$ cat config.mk
export PLATFORM = sky130hd
export DESIGN_NAME = fp_sub_arbiter_flat
export DESIGN_NICKNAME = d
export VERILOG_FILES = /design/src/rtl/fp_sub_arbiter_pkg.sv /design/src/rtl/fp_sub_arbiter_if.sv /design/src/rtl/fp_sub_arbiter_rr.sv /design/src/rtl/fp_sub_arbiter.sv /design/src/flat_wrapper.sv
export SDC_FILE = /design/constraint.sdc
export NUM_CORES = 1
export LEC_CHECK = 0
export BUFFER_PORTS_ARGS = -buffer_cell sky130_fd_sc_hd__buf_2
export CAP_MARGIN = 10
export CORE_AREA = 5 5 156 158
export DETAILED_ROUTE_END_ITERATION = 10
export DIE_AREA = 0 0 161 163
export PLACE_DENSITY = 0.58
export SETUP_SLACK_MARGIN = 0.02
export SYNTH_ARGS = -nofsm -noshare
export SYNTH_HDL_FRONTEND = slang
export SYNTH_SLANG_ARGS = --single-unit
$ cat constraint.sdc
create_clock -name aclk -period 4.1 [get_ports aclk]
set_input_delay 0.205 -clock aclk [delete_from_list [all_inputs] [get_ports aclk]]
set_output_delay 0.205 -clock aclk [all_outputs]
set_load 0.01 [all_outputs]
$ cat src/rtl/fp_sub_arbiter_pkg.sv
// fp_sub_pkg: shared types and helpers for the fpSub sharing arbiter.
//   FP_W        single-precision word width
//   fp32_t      raw IEEE-754 single-precision bit pattern
//   sub_tag_t   tag pipe entry {vld, id}, id wide enough for up to 8 requesters
//   fp_negate   pure sign flip (NaN/Inf/zero payloads untouched)
package fp_sub_pkg;

  localparam int FP_W = 32;

  typedef logic [FP_W-1:0] fp32_t;

  typedef struct packed {
    logic       vld;
    logic [2:0] id;
  } sub_tag_t;

  function automatic fp32_t fp_negate(input fp32_t x);
    return {~x[FP_W-1], x[FP_W-2:0]};
  endfunction

endpackage

$ cat src/rtl/fp_sub_arbiter_if.sv
// fp_sub_arbiter_if: requester-side bus of the fpSub arbiter.
//   req_valid/req_ready  per-requester handshake (ready is a one-hot grant)
//   req_op               0 = a-b, 1 = a+b
//   req_a/req_b          operands, requester i in [32*i +: 32]
//   rsp_valid            one-cycle result pulse per requester
//   rsp_data             shared result word, qualified by rsp_valid
// master = requester side, slave = arbiter side.
interface fp_sub_arbiter_if #(
  parameter int N_REQ = 4
) ();
  import fp_sub_pkg::*;

  logic [N_REQ-1:0]      req_valid;
  logic [N_REQ-1:0]      req_ready;
  logic [N_REQ-1:0]      req_op;
  logic [N_REQ*FP_W-1:0] req_a;
  logic [N_REQ*FP_W-1:0] req_b;
  logic [N_REQ-1:0]      rsp_valid;
  fp32_t                 rsp_data;

  modport master (
    output req_valid, req_op, req_a, req_b,
    input  req_ready, rsp_valid, rsp_data
  );

  modport slave (
    input  req_valid, req_op, req_a, req_b,
    output req_ready, rsp_valid, rsp_data
  );

endinterface

$ cat src/rtl/fp_sub_arbiter_rr.sv
// rr_arbiter: combinational round-robin arbiter.
//   req      request vector
//   ptr      index of the last winner; search starts at ptr+1 and wraps
//   gnt      one-hot grant (all zero when nothing requests)
//   gnt_idx  binary index of the granted requester (0 when no grant)
module rr_arbiter #(
  parameter int N  = 4,
  parameter int IW = (N > 1) ? $clog2(N) : 1
) (
  input  logic [N-1:0]  req,
  input  logic [IW-1:0] ptr,
  output logic [N-1:0]  gnt,
  output logic [IW-1:0] gnt_idx
);

  logic          found;
  logic [IW-1:0] sel;

  always_comb begin
    gnt     = '0;
    gnt_idx = '0;
    found   = 1'b0;
    sel     = '0;
    // k runs 1..N so the previous winner is examined last
    for (int unsigned k = 1; k <= N; k++) begin
      sel = IW'((32'(ptr) + k) % N);
      if (!found && req[sel]) begin
        found    = 1'b1;
        gnt[sel] = 1'b1;
        gnt_idx  = sel;
      end
    end
  end

endmodule

$ cat src/rtl/fp_sub_arbiter.sv
// fp_sub_arbiter: shares one fixed-latency pipelined fpSub among N_REQ requesters.
//   aclk, aresetn        clock, asynchronous active-low reset
//   bus (slave)          requester handshake, operands and result pulses
//   sub_value1/2         registered operands to fpSub (value2 sign-flipped for add)
//   sub_result           fpSub output, valid SUB_LATENCY cycles after operands change
//   inflight, busy       accepted-but-unreturned count, and its non-zero flag
// One op is admitted per cycle via round-robin; a {vld,id} tag pipe of
// SUB_LATENCY+1 stages routes each result back to its issuer.
module fp_sub_arbiter
  import fp_sub_pkg::*;
#(
  parameter int N_REQ       = 4,
  parameter int SUB_LATENCY = 8
) (
  input  logic                             aclk,
  input  logic                             aresetn,
  fp_sub_arbiter_if.slave                  bus,
  output fp32_t                            sub_value1,
  output fp32_t                            sub_value2,
  input  fp32_t                            sub_result,
  output logic [$clog2(SUB_LATENCY+2)-1:0] inflight,
  output logic                             busy
);

  localparam int IW = (N_REQ > 1) ? $clog2(N_REQ) : 1;
  localparam int CW = $clog2(SUB_LATENCY + 2);
  localparam int NS = SUB_LATENCY + 1;

  logic [IW-1:0]    ptr;
  logic [IW-1:0]    gnt_idx;
  logic [N_REQ-1:0] gnt;
  logic             hs;
  logic             ret;
  fp32_t            a_sel;
  fp32_t            b_sel;
  logic             op_sel;
  sub_tag_t         tag_q [NS];
  logic [N_REQ-1:0] rsp_valid_q;
  fp32_t            rsp_data_q;

  rr_arbiter #(
    .N  (N_REQ),
    .IW (IW)
  ) u_arb (
    .req     (bus.req_valid),
    .ptr     (ptr),
    .gnt     (gnt),
    .gnt_idx (gnt_idx)
  );

  assign bus.req_ready = gnt;
  assign bus.rsp_valid = rsp_valid_q;
  assign bus.rsp_data  = rsp_data_q;

  // grant is only ever given to a valid requester, so any grant is a handshake
  assign hs   = |gnt;
  // last tag stage lines up with sub_result for the op issued SUB_LATENCY+1 edges ago
  assign ret  = tag_q[NS-1].vld;
  assign busy = (inflight != '0);

  always_comb begin
    a_sel  = '0;
    b_sel  = '0;
    op_sel = 1'b0;
    for (int unsigned i = 0; i < N_REQ; i++) begin
      if (gnt[i]) begin
        a_sel  = bus.req_a[i*FP_W +: FP_W];
        b_sel  = bus.req_b[i*FP_W +: FP_W];
        op_sel = bus.req_op[i];
      end
    end
  end

  always_ff @(posedge aclk or negedge aresetn) begin
    if (!aresetn) begin
      sub_value1  <= '0;
      sub_value2  <= '0;
      rsp_valid_q <= '0;
      rsp_data_q  <= '0;
      inflight    <= '0;
      ptr         <= IW'(N_REQ - 1);
      for (int unsigned s = 0; s < NS; s++) begin
        tag_q[s] <= '0;
      end
    end else begin
      if (hs) begin
        sub_value1 <= a_sel;
        sub_value2 <= op_sel ? fp_negate(b_sel) : b_sel;
        ptr        <= gnt_idx;
      end

      tag_q[0] <= '{vld: hs, id: 3'(gnt_idx)};
      for (int unsigned s = 1; s < NS; s++) begin
        tag_q[s] <= tag_q[s-1];
      end

      rsp_valid_q <= ret ? (N_REQ'(1) << tag_q[NS-1].id) : '0;
      if (ret) begin
        rsp_data_q <= sub_result;
      end

      case ({hs, ret})
        2'b10:   inflight <= inflight + CW'(1);
        2'b01:   inflight <= inflight - CW'(1);
        default: ;
      endcase
    end
  end

endmodule

$ cat src/flat_wrapper.sv
// flat-port wrapper written by rule: the top's interface ports become plain ports
module fp_sub_arbiter_flat import fp_sub_pkg::*;
#(
  parameter int N_REQ       = 4,
  parameter int SUB_LATENCY = 8
)
  (aclk, aresetn, sub_value1, sub_value2, sub_result, inflight, busy, bus_req_valid, bus_req_op, bus_req_a, bus_req_b, bus_req_ready, bus_rsp_valid, bus_rsp_data);
  fp_sub_arbiter_if #(.N_REQ(N_REQ)) bus_i ();
  input  logic aclk;
  input  logic aresetn;
  output fp32_t sub_value1;
  output fp32_t sub_value2;
  input  fp32_t sub_result;
  output logic [$clog2(SUB_LATENCY+2)-1:0] inflight;
  output logic busy;
  input wire logic [$bits(bus_i.req_valid)-1:0] bus_req_valid;
  input wire logic [$bits(bus_i.req_op)-1:0] bus_req_op;
  input wire logic [$bits(bus_i.req_a)-1:0] bus_req_a;
  input wire logic [$bits(bus_i.req_b)-1:0] bus_req_b;
  output wire logic [$bits(bus_i.req_ready)-1:0] bus_req_ready;
  output wire logic [$bits(bus_i.rsp_valid)-1:0] bus_rsp_valid;
  output wire logic [$bits(bus_i.rsp_data)-1:0] bus_rsp_data;
  assign bus_i.req_valid = bus_req_valid;
  assign bus_i.req_op = bus_req_op;
  assign bus_i.req_a = bus_req_a;
  assign bus_i.req_b = bus_req_b;
  assign bus_req_ready = bus_i.req_ready;
  assign bus_rsp_valid = bus_i.rsp_valid;
  assign bus_rsp_data = bus_i.rsp_data;
  fp_sub_arbiter #(.N_REQ(N_REQ), .SUB_LATENCY(SUB_LATENCY)) u_core (.aclk(aclk), .aresetn(aresetn), .bus(bus_i), .sub_value1(sub_value1), .sub_value2(sub_value2), .sub_result(sub_result), .inflight(inflight), .busy(busy));
endmodule
* Word-level counts from Yosys, hierarchy flattened *
Index checks and enable logic that the tools add are counted.

storage, ports and cells
  register bits = 133
  output and inout bits = 109

operators by class
  add/sub/neg operators = 6
  magnitude comparators = 8
  equality and inequality tests = 2
  shift-type cells = 1
  muxes and demuxes = 42
  bitwise operators = 4
  reduce and logical (&&, ||, !) cells = 13

operator list
  cell                                                                number
  two-way mux 32 bit                                                  9
  two-way mux 4 bit                                                   5
  two-way mux 1 bit                                                   15
  less-than comparator 2 x 3 -> 1 bit (second input constant)         4
  bitwise OR 4 bit                                                    3
  binary-select mux 1 bit (select 2 bit)                              4
  demux 1 bit (select 2 bit)                                          4
  greater-or-equal comparator 2 x 1 -> 1 bit (second input constant)  4
  two-way mux 2 bit                                                   4
  case mux 4 bit (2 select lines)                                     1
  logical AND 1 bit                                                   7
  adder 2 x 1 -> 2 bit (second input constant)                        2
  adder 2 bit (second input constant)                                 2
  adder 4 x 1 -> 4 bit (second input constant)                        1
  nonzero test 4 bit                                                  1
  OR reduction 4 bit                                                  1
  left shift 1 x 2 -> 4 bit (first input constant)                    1
  subtractor 4 x 1 -> 4 bit (second input constant)                   1
  logical NOT 1 bit                                                   3
  equality test 2 x 1 -> 1 bit (second input constant)                1
  equality test 2 bit (second input constant)                         1
  nonzero test 2 bit                                                  1
  NOT 1 bit                                                           1

* Longest topological paths before layout *
Gate-level depths: netlist of the first run.

  word-level depth = 19
  gate-level depth with buffers = 18

* Cells and area by module *
Synthesis of the first run repeated with hierarchy kept, for this count alone.

unflattened totals
  cell total of the unflattened synthesis = 702
  area total of the unflattened synthesis = 7101.8 um^2

by module, submodules not included
  module          instances  cells each  area an instance (um^2)  seq. area each (um^2)
  fp_sub_arbiter  1          634         6556.3                   3330.7
  rr_arbiter      1          68          545.5                    0.0

* Worst setup path before layout of the first run *
OpenSTA, ideal clock, no wires.

  kind = register to register
  start point = register u_core.ptr[0]
  end point = register u_core.inflight[2]
  library setup time = 0.129 ns
  data arrival time = 4.264 ns
  required time = 3.971 ns
  slack = -0.293 ns
  stages on the path, launching flop included = 19
  path buffers = 4
  period minus slack after synthesis = 4.393 ns
  path through = dfstp_2 > clkbuf_1 > inv_1 > ha_1 > buf_2 > mux4_2 > nor2b_1 > a22o_1 > a221oi_2 > and4_1 > buf_2 > buf_2 > ha_1 > xor2_1 > ha_1 > a21oi_1 > xor2_1 > nor2_1 > xor2_1

between the ends
  word-level cells in the longest chain between the ends = 16
  elaborated cells between the ends (all ways) = 53
  those cells by class = 4 x add/sub; 8 x order compare; 2 x eq/ne; 24 x mux; 3 x bitwise; 12 x reduce/logical

ends and longest elaborated chain
  what                                                                          RTL line                 text
  from (decl)                                                                   fp_sub_arbiter.sv:29     logic [IW-1:0] ptr;
  from (signal assigned)                                                        fp_sub_arbiter.sv:81     ptr <= IW'(N_REQ - 1);
  from (signal assigned)                                                        fp_sub_arbiter.sv:89     ptr <= gnt_idx;
  branches (longest 12 deep; another with less-than comparator 2 x 3 -> 1 bit)  -
  two-way mux 4 bit *                                                           fp_sub_arbiter_rr.sv:27  if (!found && req[sel]) begin
  OR reduction 4 bit *                                                          fp_sub_arbiter.sv:56     assign hs = |gnt;
  equality test 2 x 1 -> 1 bit or equality test 2 bit (tied branches)           fp_sub_arbiter.sv:102    case ({hs, ret})
  case mux 4 bit (2 select lines) or nonzero test 2 bit (tied branches)         -
  to (signal assigned)                                                          fp_sub_arbiter.sv:103    2'b10: inflight <= inflight + CW'(1);
  to (signal assigned)                                                          fp_sub_arbiter.sv:104    2'b01: inflight <= inflight - CW'(1);
  to (decl)                                                                     fp_sub_arbiter.sv:21     output logic [$clog2(SUB_LATENCY+2)-1:0] inflight,

Every way passes the cells marked *. The select of a mux whose other input is x is not followed.
A chain may end at the register's enable or synchronous reset.

* Worst setup path after layout of the first run *
  start point = register u_core.ptr[1]
  end point = register u_core.inflight[2]

The elaborated chain is that of the path after synthesis.

==> results of run 1 <==
## Yosys cell counts, drive strengths merged (5+ instances only)
master    n  area share
ha       11       0.021
inv       9      0.0052
a221oi   65       0.089
clkbuf   24       0.014
o31ai    66       0.079
buf      32       0.026
xor2      5      0.0068
a21oi     8      0.0062
a22oi    65       0.077
dfrtp   131        0.51
nor2     72       0.043
mux2     34       0.059
## power groups by stage
stage	logic [µW]	registers, µW	clock network (µW)
6_report	6440	2290	1520
5_1_grt	7120	2370	1640
4_1_cts	6550	2290	1570
3_5_place_dp	6540	2300	0
3_3_place_gp	6450	2290	0
2_1_floorplan	4290	2500	0
## routing by layer
layer	track usage	part of all wire	vias to the layer above	wire (µm)
met2	0.294	0.48	314	11700
met5	0	0.00053	-	13
met4	0.0481	0.015	2	367
met3	0.0423	0.076	23	1850
met1	0.238	0.43	3130	10400
li1	-	-	3048	-
## how the worst max path moves through the flow
stage                              from                    end  slack, ps  cells after the start
after floorplan           u_core.ptr[0]     u_core.inflight[2]         30                     18
after global placement    u_core.ptr[1]  u_core.sub_value2[31]        360                     11
after detailed placement  u_core.ptr[1]  u_core.sub_value2[31]        290                     11
after CTS                 u_core.ptr[1]  u_core.sub_value2[31]        240                     11
after global routing      u_core.ptr[1]     u_core.inflight[2]         20                     14
final                     u_core.ptr[1]     u_core.inflight[2]        270                     14
## flip-flops by register name, summed over array words and instances (netlist names)
| signal | cells |
|---|---|
| u_core.bus.rsp_data | 32 |
| u_core.bus.rsp_valid | 4 |
| u_core.inflight | 4 |
| u_core.ptr | 2 |
| u_core.ret | 1 |
| u_core.sub_value1 | 32 |
| u_core.sub_value2 | 32 |
| u_core.tag_q | 26 |
## cells by family (layout without fill, tap and decap cells)
kind of cell    count (synthesis)  count (layout)  share of synthesized area
compound gates                218             218                      0.266
flops                         133             133                      0.514
simple gates                   97              97                     0.0679
buf+inv                        65             473                     0.0448
mux                            40              40                     0.0741
fa+ha+maj                      11              11                     0.0212
xor+xnor                        9               9                     0.0122
## placed cells by master, fill, tap and decap left out, types with 4 or more instances in the layout
master	n
xnor2_1	4
clkbuf_16	17
o31ai_1	65
dfrtp_1	131
inv_2	5
mux2_2	34
buf_2	405
a221oi_1	64
xor2_1	5
dlygate4sd3_1	10
nor2_1	71
nor3_1	4
inv_6	4
a22oi_1	63
inv_1	4
nand2_1	4
buf_4	12
ha_1	10
a21oi_1	7
clkinv_8	4
inv_8	6
## worst max-delay path: stages (launching register included)
cell and delay, ps:
dfstp_2 630, inv_1 150, ha_1 340, mux4_2 530
nor2b_1 180, a22o_1 220, a221oi_4 340, and4_2 310
ha_2 230, xor2_1 80, ha_1 180, a21oi_1 140
xor2_1 170, nor2_1 70, xor2_1 130
## final cells by class
type,count,area [µm²]
fillers,2322,13500
flip-flops and latches,133,3330
multi-input cells,375,2890
repair buffers,432,2300
clock buffers,17,425
well taps,290,363
clock inverters,15,175
inverters,9,33.8
## stage by stage
| stage | std cells | hold WS (ps) |
|---|---|---|
| after floorplan | 573 | -90.6 |
| after detailed placement | 1229 | 335 |
| after global placement | 1229 | 332 |
| after CTS | 1271 | 1.45 |
| after global routing | 1271 | 0.818 |
| final | 1271 | 24.0 |
## repair_timing
| item | in CTS | in global routing |
|---|---|---|
| resized for setup | 0 | 1 |
| hold buffers | 10 | 0 |
| endpoints found under the hold margin | 107 | 0 |
| setup endpoints to repair | 0 | 1 |
==> out/metrics.csv, run 1 <==
stage;metric;value;unit
pwr;Net Sw Power;4910;µW
die;total I/O pin count;407;
yosys;Mapped Nets;882;
drt;DRC Markers;0;
global_route;vias in the first global route;6539;
pwr;Switching Share;0.479;
critical_path;RR Endpoint;u_core.inflight[2];
timing;Worst slew margin;0.364;
timing;Clock Skew;14.3;ps
critical_path;Crit Path Category;reg -> reg;
place;IO Port Bufs;406;
yosys;number of synthesized flops with an enable pin;0;
timing;# setup viols final;0;
drt;wire per inst;19.2;µm
drt;vias per inst;5.13;
pwr;Comb power frac;0.628;
min_path;Hold EP;u_core.bus.rsp_data[24];
timing;achievable frequency;261;MHz
pwr;Power, Total;10200;µW
clock_network;Setup Fix Bufs, Post-CTS;0;
yosys;predominant post-synthesis flop cell;dfrtp_1;
timing;final setup TNS;0;ps
yosys;Yosys reg bits;133;
pwr;Seq pwr share;0.223;
die;die width;161;µm
critical_path;worst-case reg-to-reg path depth;14;
layout;final net count;1277;
timing;RSZ-0062 raised after global routing;true;
die;area of the core;23000;µm²
timing;Worst Slack Setup Final;267;ps
pwr;P_int;5340;µW
drt;First-pass DRT Iterations;5;
yosys;sequential-to-total area share from yosys stat;0.514;
timing;final hold vios;0;
run_status;status;complete, no violations;
die;Initial Util;0.282;
critical_path;Critical Path AT;4130;ps
clock_network;clock sinks;133;
timing;measured slew at the worst slew-check pin;954;ps
min_path;hold path start;sub_result[24];
drt;DRT iter0 DRCs;503;
die;row cnt;56;
yosys;Gate Count Post-Synth;573;
clock_network;Num CTS Buffers;17;
min_path;HP Class;in -> reg;
place;Placed Area;8810;µm²
critical_path;Critical R2R Launch;u_core.ptr[1];
drt;via count;6517;
critical_path;r2r setup slk;270;ps
global_route;antenna violations before repair;1;
layout;# diodes;0;
min_path;Worst Hold Path Cells;2;
timing;Slew Viols, Final;0;
drt;post-route ant nets;0;
die;height of the die;163;µm
clock_network;H-tree depth;4;
place;RePlAce Congestion;0.810;
critical_path;Data required, critical path;4400;ps
critical_path;CP startpoint kind;flop;
yosys;Post-Syn Area per Cell;11.3;µm²
clock_network;clock root buffer;clkbuf_16;
place;dpl ws;286;ps
pwr;total power density per cell area;1080;nW/µm²
global_route;gr ovfl total;0;
layout;area added between synthesis and finish;46.8;%
critical_path;crit path max fanout;10;
global_route;first-pass GRT wire length;37100;µm
run;maxcap violations;0;
place;Detail Placement HPWL;18200;µm
timing;Tcrit/Tclk final;0.935;
pwr;Clock power frac;0.148;
layout;Finished Cell Area;9520;µm²
clock_network;clock buffer depth;2;
clock_network;clk slew on worst S/H paths;70;ps
layout;share of layout cells above drive strength 1;0.516;
yosys;Post-Syn Area;6480;µm²
critical_path;CP endpoint kind;flop;
die;die area;26200;µm²
layout;Core Util, Final;0.414;
yosys;Async SR Flop Fraction;1.00;
global_route;pin count of the biggest net entering global routing;102;
global_route;GRT Total Usage;0.179;
yosys;Distinct cells, synth;48;
yosys;Ys Warns;0;
pwr;Leak Pwr;0.00455;µW
drt;WL final;24400;µm
clock_network;CTS tree;yes;
timing;fin crit period;3830;ps
pwr;maximum VDD drop;1010;µV
clock_network;clock latency on the worst-skew pair;410;ps
Note: power is estimated with default switching activity, not from simulation.
==> run 2: changes to the inputs <==
CORE_AREA = 5 5 154 156   (was 5 5 156 158)
DIE_AREA = 0 0 159 161   (was 0 0 161 163)
PLACE_DENSITY = 0.57   (was 0.58)
clock period = 4.9 ns   (was 4.1 ns; I/O delays follow)
==> run 2 against run 1 <==
Net effect:
- first-iteration DRC count increased by 20%
- hold slack improved by 37 ps
- worst setup slack gained 240 ps
- cell count shrank 1.1%
- clock skew fell by 2.8 ps
- sequential power fell by 15%
- highest routed layer unchanged
- largest power group unchanged
- wire length up 5.7%
- maximum frequency down 13%
- die area fell by 2.5%
==> out/metrics.csv, run 2 (synthesized netlist as in run 1, its figures left out) <==
stage;metric;value;unit
run_status;status;complete, no violations;
clock_network;clock root buffer;clkbuf_16;
drt;DRC Markers;0;
critical_path;crit path max fanout;54;
clock_network;CTS tree;yes;
clock_network;clk slew on worst S/H paths;70;ps
drt;post-route ant nets;0;
timing;achievable frequency;228;MHz
drt;wire per inst;20.5;µm
layout;FILL cells;2213;
timing;final setup TNS;0;ps
global_route;pin count of the biggest net entering global routing;72;
clock_network;Setup Fix Bufs, Post-CTS;0;
global_route;GRT Total Usage;0.190;
place;Detail Placement HPWL;19100;µm
critical_path;Slowest-stage cell, CP;dfstp_2;
layout;final net count;1266;
timing;final hold vios;0;
place;IO Port Bufs;406;
layout;share of layout cells above drive strength 1;0.519;
clock_network;clock buffer depth;2;
min_path;hold path start;sub_result[11];
critical_path;CP startpoint;u_core.ptr[0];
clock_network;clock sinks;133;
critical_path;Critical Path AT;4700;ps
pwr;total power density per cell area;925;nW/µm²
clock_network;H-tree depth;4;
pwr;Leak Pwr;0.00449;µW
critical_path;Critical R2R Launch;u_core.ptr[0];
timing;fin crit period;4390;ps
global_route;vias in the first global route;6485;
drt;via count;6609;
die;area of the core;22200;µm²
timing;Worst slew margin;0.450;
pwr;maximum VDD drop;965;µV
layout;Core Util, Final;0.421;
drt;First-pass DRT Iterations;5;
timing;# setup viols final;0;
critical_path;Worst path most repeated cell;buf_4;
die;height of the die;161;µm
run;maxcap violations;0;
critical_path;CP endpoint kind;flop;
die;die area;25600;µm²
timing;RSZ-0062 raised after global routing;false;
timing;Clock Skew;11.6;ps
timing;Slew Viols, Final;0;
global_route;first-pass GRT wire length;38200;µm
clock_network;post-CTS resize count;0;
layout;most frequent cells in the layout;buf_2, dfrtp_1, nor2_1, o31ai_1, a221oi_1;
global_route;antenna violations before repair;3;
layout;most common cell after layout, fill and taps aside;buf_2;
timing;Tcrit/Tclk final;0.896;
min_path;HP Class;in -> reg;
die;Initial Util;0.292;
layout;Seq. cell area;3330;µm²
drt;vias per inst;5.26;
critical_path;CP startpoint kind;flop;
drt;DRT iter0 DRCs;606;
place;RePlAce Congestion;0.955;
layout;area of the multi-input gates;2880;µm²
die;die width;159;µm
timing;measured slew at the worst slew-check pin;824;ps
critical_path;Crit Path Category;reg -> reg;
critical_path;crit-path cells;inv_1 > ha_1 > mux4_2 > nor2b_1 > a22o_1 > a221oi_2 > and4_2 > buf_4 > buf_4 > a22oi_1 > o31ai_1;
critical_path;Data required, critical path;5210;ps
die;total I/O pin count;407;
global_route;gr ovfl total;0;
die;row cnt;55;
clock_network;clock latency on the worst-skew pair;410;ps
drt;WL final;25800;µm
critical_path;critical path's largest stage delay;730;ps
layout;area added between synthesis and finish;44.3;%
clock_network;Num CTS Buffers;17;
-- run 2: power by group --
group	switching, µW	internal [µW]
logic	3390	2070
registers	280	1670
clock network	563	683
total	4230	4430
-- run 2: path summary, 6_finish.rpt --
| check | end | slack [ps] | depth (start not counted) |
|---|---|---|---|
| setup / recovery | u_core.sub_value2[26] | 510 | 11 |
| hold / removal | u_core.bus.rsp_data[11] | 60 | 2 |
| setup reg to reg | u_core.sub_value2[26] | 510 | 11 |
| hold reg to reg | u_core.tag_q[11] | 350 | 0 |
| max in group asynchronous | u_core.bus.rsp_valid[2] | 3180 | 3 |
| min in group asynchronous | u_core.sub_value1[14] | 410 | 2 |
-- run 2: layout make-up --
| class | instances | share of cell area |
|---|---|---|
| tap | 285 | 0.0381 |
| timing repair buffer | 421 | 0.233 |
| multi-input combinational | 375 | 0.307 |
| antenna | 2 | 0.000535 |
| sequential | 133 | 0.356 |
| clock inverter | 15 | 0.0164 |
| clock buffer | 17 | 0.0454 |
| inverter | 9 | 0.00361 |
-- run 2: routing by layer --
layer | GRT usage | share of wire
met5 | 0 | 0.00043
met4 | 0.0578 | 0.018
met3 | 0.0549 | 0.077
met2 | 0.308 | 0.48
met1 | 0.246 | 0.42
-- run 2: through the flow --
step | hold slack, ps | instances | setup slack [ps] | instance area (µm²) | power (µW)
2_1_floorplan | -50.6 | 573 | 507 | 6480 | 5640
3_3_place_gp | 321 | 1222 | 627 | 8770 | 7410
3_5_place_dp | 323 | 1222 | 528 | 8770 | 7520
4_1_cts | 33.3 | 1255 | 507 | 9360 | 8770
5_1_grt | 35.6 | 1257 | 222 | 9360 | 9310
6_report | 61.0 | 1257 | 511 | 9360 | 8660
-- run 2: critical path, delay by kind of cell (launching register included) --
family | cells | cell delay [ps]
flops | 1 | 730
fa+ha+maj | 1 | 500
buf+inv | 3 | 1030
compound gates | 4 | 890
mux | 1 | 560
simple gates | 2 | 480
-- run 2: repair_timing --
| action | CTS | global route |
|---|---|---|
| hold buffers | 1 | 0 |
| setup endpoints to repair | 0 | 0 |
| hold endpoints to repair | 70 | 0 |
==> run 3: changes to the inputs <==
REMOVE_ABC_BUFFERS = 1   (was not set)
==> run 3 against run 2 <==
Net effect:
- count of clock-buffer cells in the layout did not move
- first-iteration DRC count shrank 44%
- via count fell by 2.2%
- total power is 1.8% lower
- global-route usage rose by 0.31 points
- hold slack worse by 3.5 ps
- clock skew shrank 3.6 ps
- utilization fell by 0.15 points
- maximum frequency shrank 1.8%
- largest power group unchanged
==> out/metrics.csv, run 3 (synthesized netlist as in run 1, its figures left out) <==
stage;metric;value;unit
global_route;gr ovfl total;0;
critical_path;crit-path cells;inv_1 > ha_1 > mux4_2 > nor2b_1 > a22o_1 > a221oi_2 > inv_2 > buf_4 > buf_2;
pwr;maximum VDD drop;778;µV
critical_path;CP endpoint kind;output pin;
global_route;vias in the first global route;6683;
global_route;pin count of the biggest net entering global routing;100;
drt;DRT iter0 DRCs;338;
place;IO Port Bufs;406;
min_path;hold path start;sub_result[9];
min_path;Worst Hold Path Cells;2;
layout;Seq. cell area;3330;µm²
clock_network;Num CTS Buffers;17;
min_path;Hold EP;u_core.bus.rsp_data[9];
global_route;antenna violations before repair;1;
place;Detail Placement HPWL;19100;µm
layout;most frequent cells in the layout;buf_2, dfrtp_1, nor2_1, o31ai_1, a221oi_1;
run_status;status;complete, no violations;
critical_path;worst-case reg-to-reg path depth;14;
die;total I/O pin count;407;
timing;Clock Skew;7.98;ps
critical_path;cell family with the largest share of critical-path delay;buffers and inverters;
die;area of the core;22200;µm²
pwr;Power, Total;8500;µW
layout;FILL cells;2248;
timing;# setup viols final;0;
clock_network;clock sinks;133;
layout;share of layout cells above drive strength 1;0.517;
critical_path;RR Endpoint;u_core.inflight[2];
clock_network;clock buffer depth;2;
timing;achievable frequency;224;MHz
timing;Worst slew margin;0.384;
die;Initial Util;0.292;
critical_path;Slowest-stage cell, CP;dfstp_2;
clock_network;clock root buffer;clkbuf_16;
critical_path;critical path's largest stage delay;730;ps
timing;fin crit period;4470;ps
drt;WL final;25500;µm
critical_path;Critical Path AT;4220;ps
critical_path;Crit Path Category;reg -> out;
die;die width;159;µm
clock_network;clk slew on worst S/H paths;70;ps
drt;via count;6461;
die;die area;25600;µm²
timing;Tcrit/Tclk final;0.912;
layout;final net count;1263;
clock_network;clock latency on the worst-skew pair;420;ps
layout;area of the multi-input gates;2880;µm²
die;height of the die;161;µm
global_route;first-pass GRT wire length;39200;µm
pwr;total power density per cell area;911;nW/µm²
clock_network;post-CTS resize count;0;
drt;DRC Markers;0;
layout;Layout Cells excl Fill;1252;
timing;final hold vios;0;
critical_path;Data required, critical path;4660;ps
timing;measured slew at the worst slew-check pin;924;ps
critical_path;CP startpoint kind;flop;
drt;vias per inst;5.16;
layout;# diodes;0;
clock_network;CTS tree;yes;
pwr;Leak Pwr;0.00447;µW
place;RePlAce Congestion;0.849;
layout;area added between synthesis and finish;43.8;%
timing;RSZ-0062 raised after global routing;false;
global_route;GRT Total Usage;0.193;
drt;wire per inst;20.4;µm
run;maxcap violations;0;
critical_path;r2r setup slk;570;ps
critical_path;Buf/Inv on CP;4;
critical_path;Critical R2R Launch;u_core.ptr[0];
drt;First-pass DRT Iterations;7;
drt;post-route ant nets;0;
timing;Slew Viols, Final;0;
min_path;HP Class;in -> reg;
place;placed cells;1219;
die;row cnt;55;
critical_path;crit path max fanout;40;
clock_network;H-tree depth;4;
timing;Fin Hold WS;57.5;ps
layout;most common cell after layout, fill and taps aside;buf_2;
-- run 3: cell count changes in the layout (fill, tap and decap cells not counted) --
cell      before  now
clkinv_4       0    3
inv_8          7    4
buf_4         12   10
clkinv_8       1    3
diode_2        2    0
inv_6          5    3
buf_12         2    1
-- run 3: timing repair --
action                    4_1_cts  5_1_grt
setup buffers                   0        0
hold endpoints to repair       96        0
hold buffers                    1        0
-- run 3: stage by stage --
step | area [µm²] | worst slack [ps] | TNS, ps | utilization
after floorplan | 6230 | -3160 | -215110 | -
after global placement | 8730 | 657 | 0 | 0.393
after detailed placement | 8730 | 609 | 0 | 0.393
after CTS | 9330 | 427 | 0 | 0.420
after global routing | 9330 | 147 | 0 | 0.420
final | 9330 | 432 | 0 | 0.420
-- run 3: worst max-delay path by stage --
| stage | start | to | slack (ps) | depth (start not counted) |
|---|---|---|---|---|
| after floorplan | u_core.ptr[0] | u_core.sub_value1[0] | -3160 | 9 |
| after global placement | u_core.ptr[0] | u_core.inflight[2] | 660 | 14 |
| after detailed placement | u_core.ptr[0] | u_core.inflight[2] | 610 | 14 |
| after CTS | u_core.ptr[0] | bus_req_ready[3] | 430 | 9 |
| after global routing | u_core.ptr[0] | bus_req_ready[3] | 150 | 9 |
| final | u_core.ptr[0] | bus_req_ready[3] | 430 | 9 |
-- run 3: cell type report --
| type | count | area share |
|---|---|---|
| sequential | 133 | 0.357 |
| multi-input combinational | 375 | 0.308 |
| timing repair buffer | 418 | 0.230 |
| clock buffer | 17 | 0.0456 |
| tap | 285 | 0.0382 |
| clock inverter | 15 | 0.0173 |
| inverter | 9 | 0.00362 |
-- run 3: power breakdown --
group	total, µW	switching, µW	internal (µW)
clock network	1250	569	680
registers	1970	292	1670
logic	5290	3280	2000
-- run 3: routing by layer --
metal  up-vias  share of wire  global-route usage
li1       3018              -                   -
met5         -              0                   0
met1      3087           0.41               0.244
met2       333           0.49               0.324
met3        23          0.081              0.0554
met4         0          0.017              0.0508
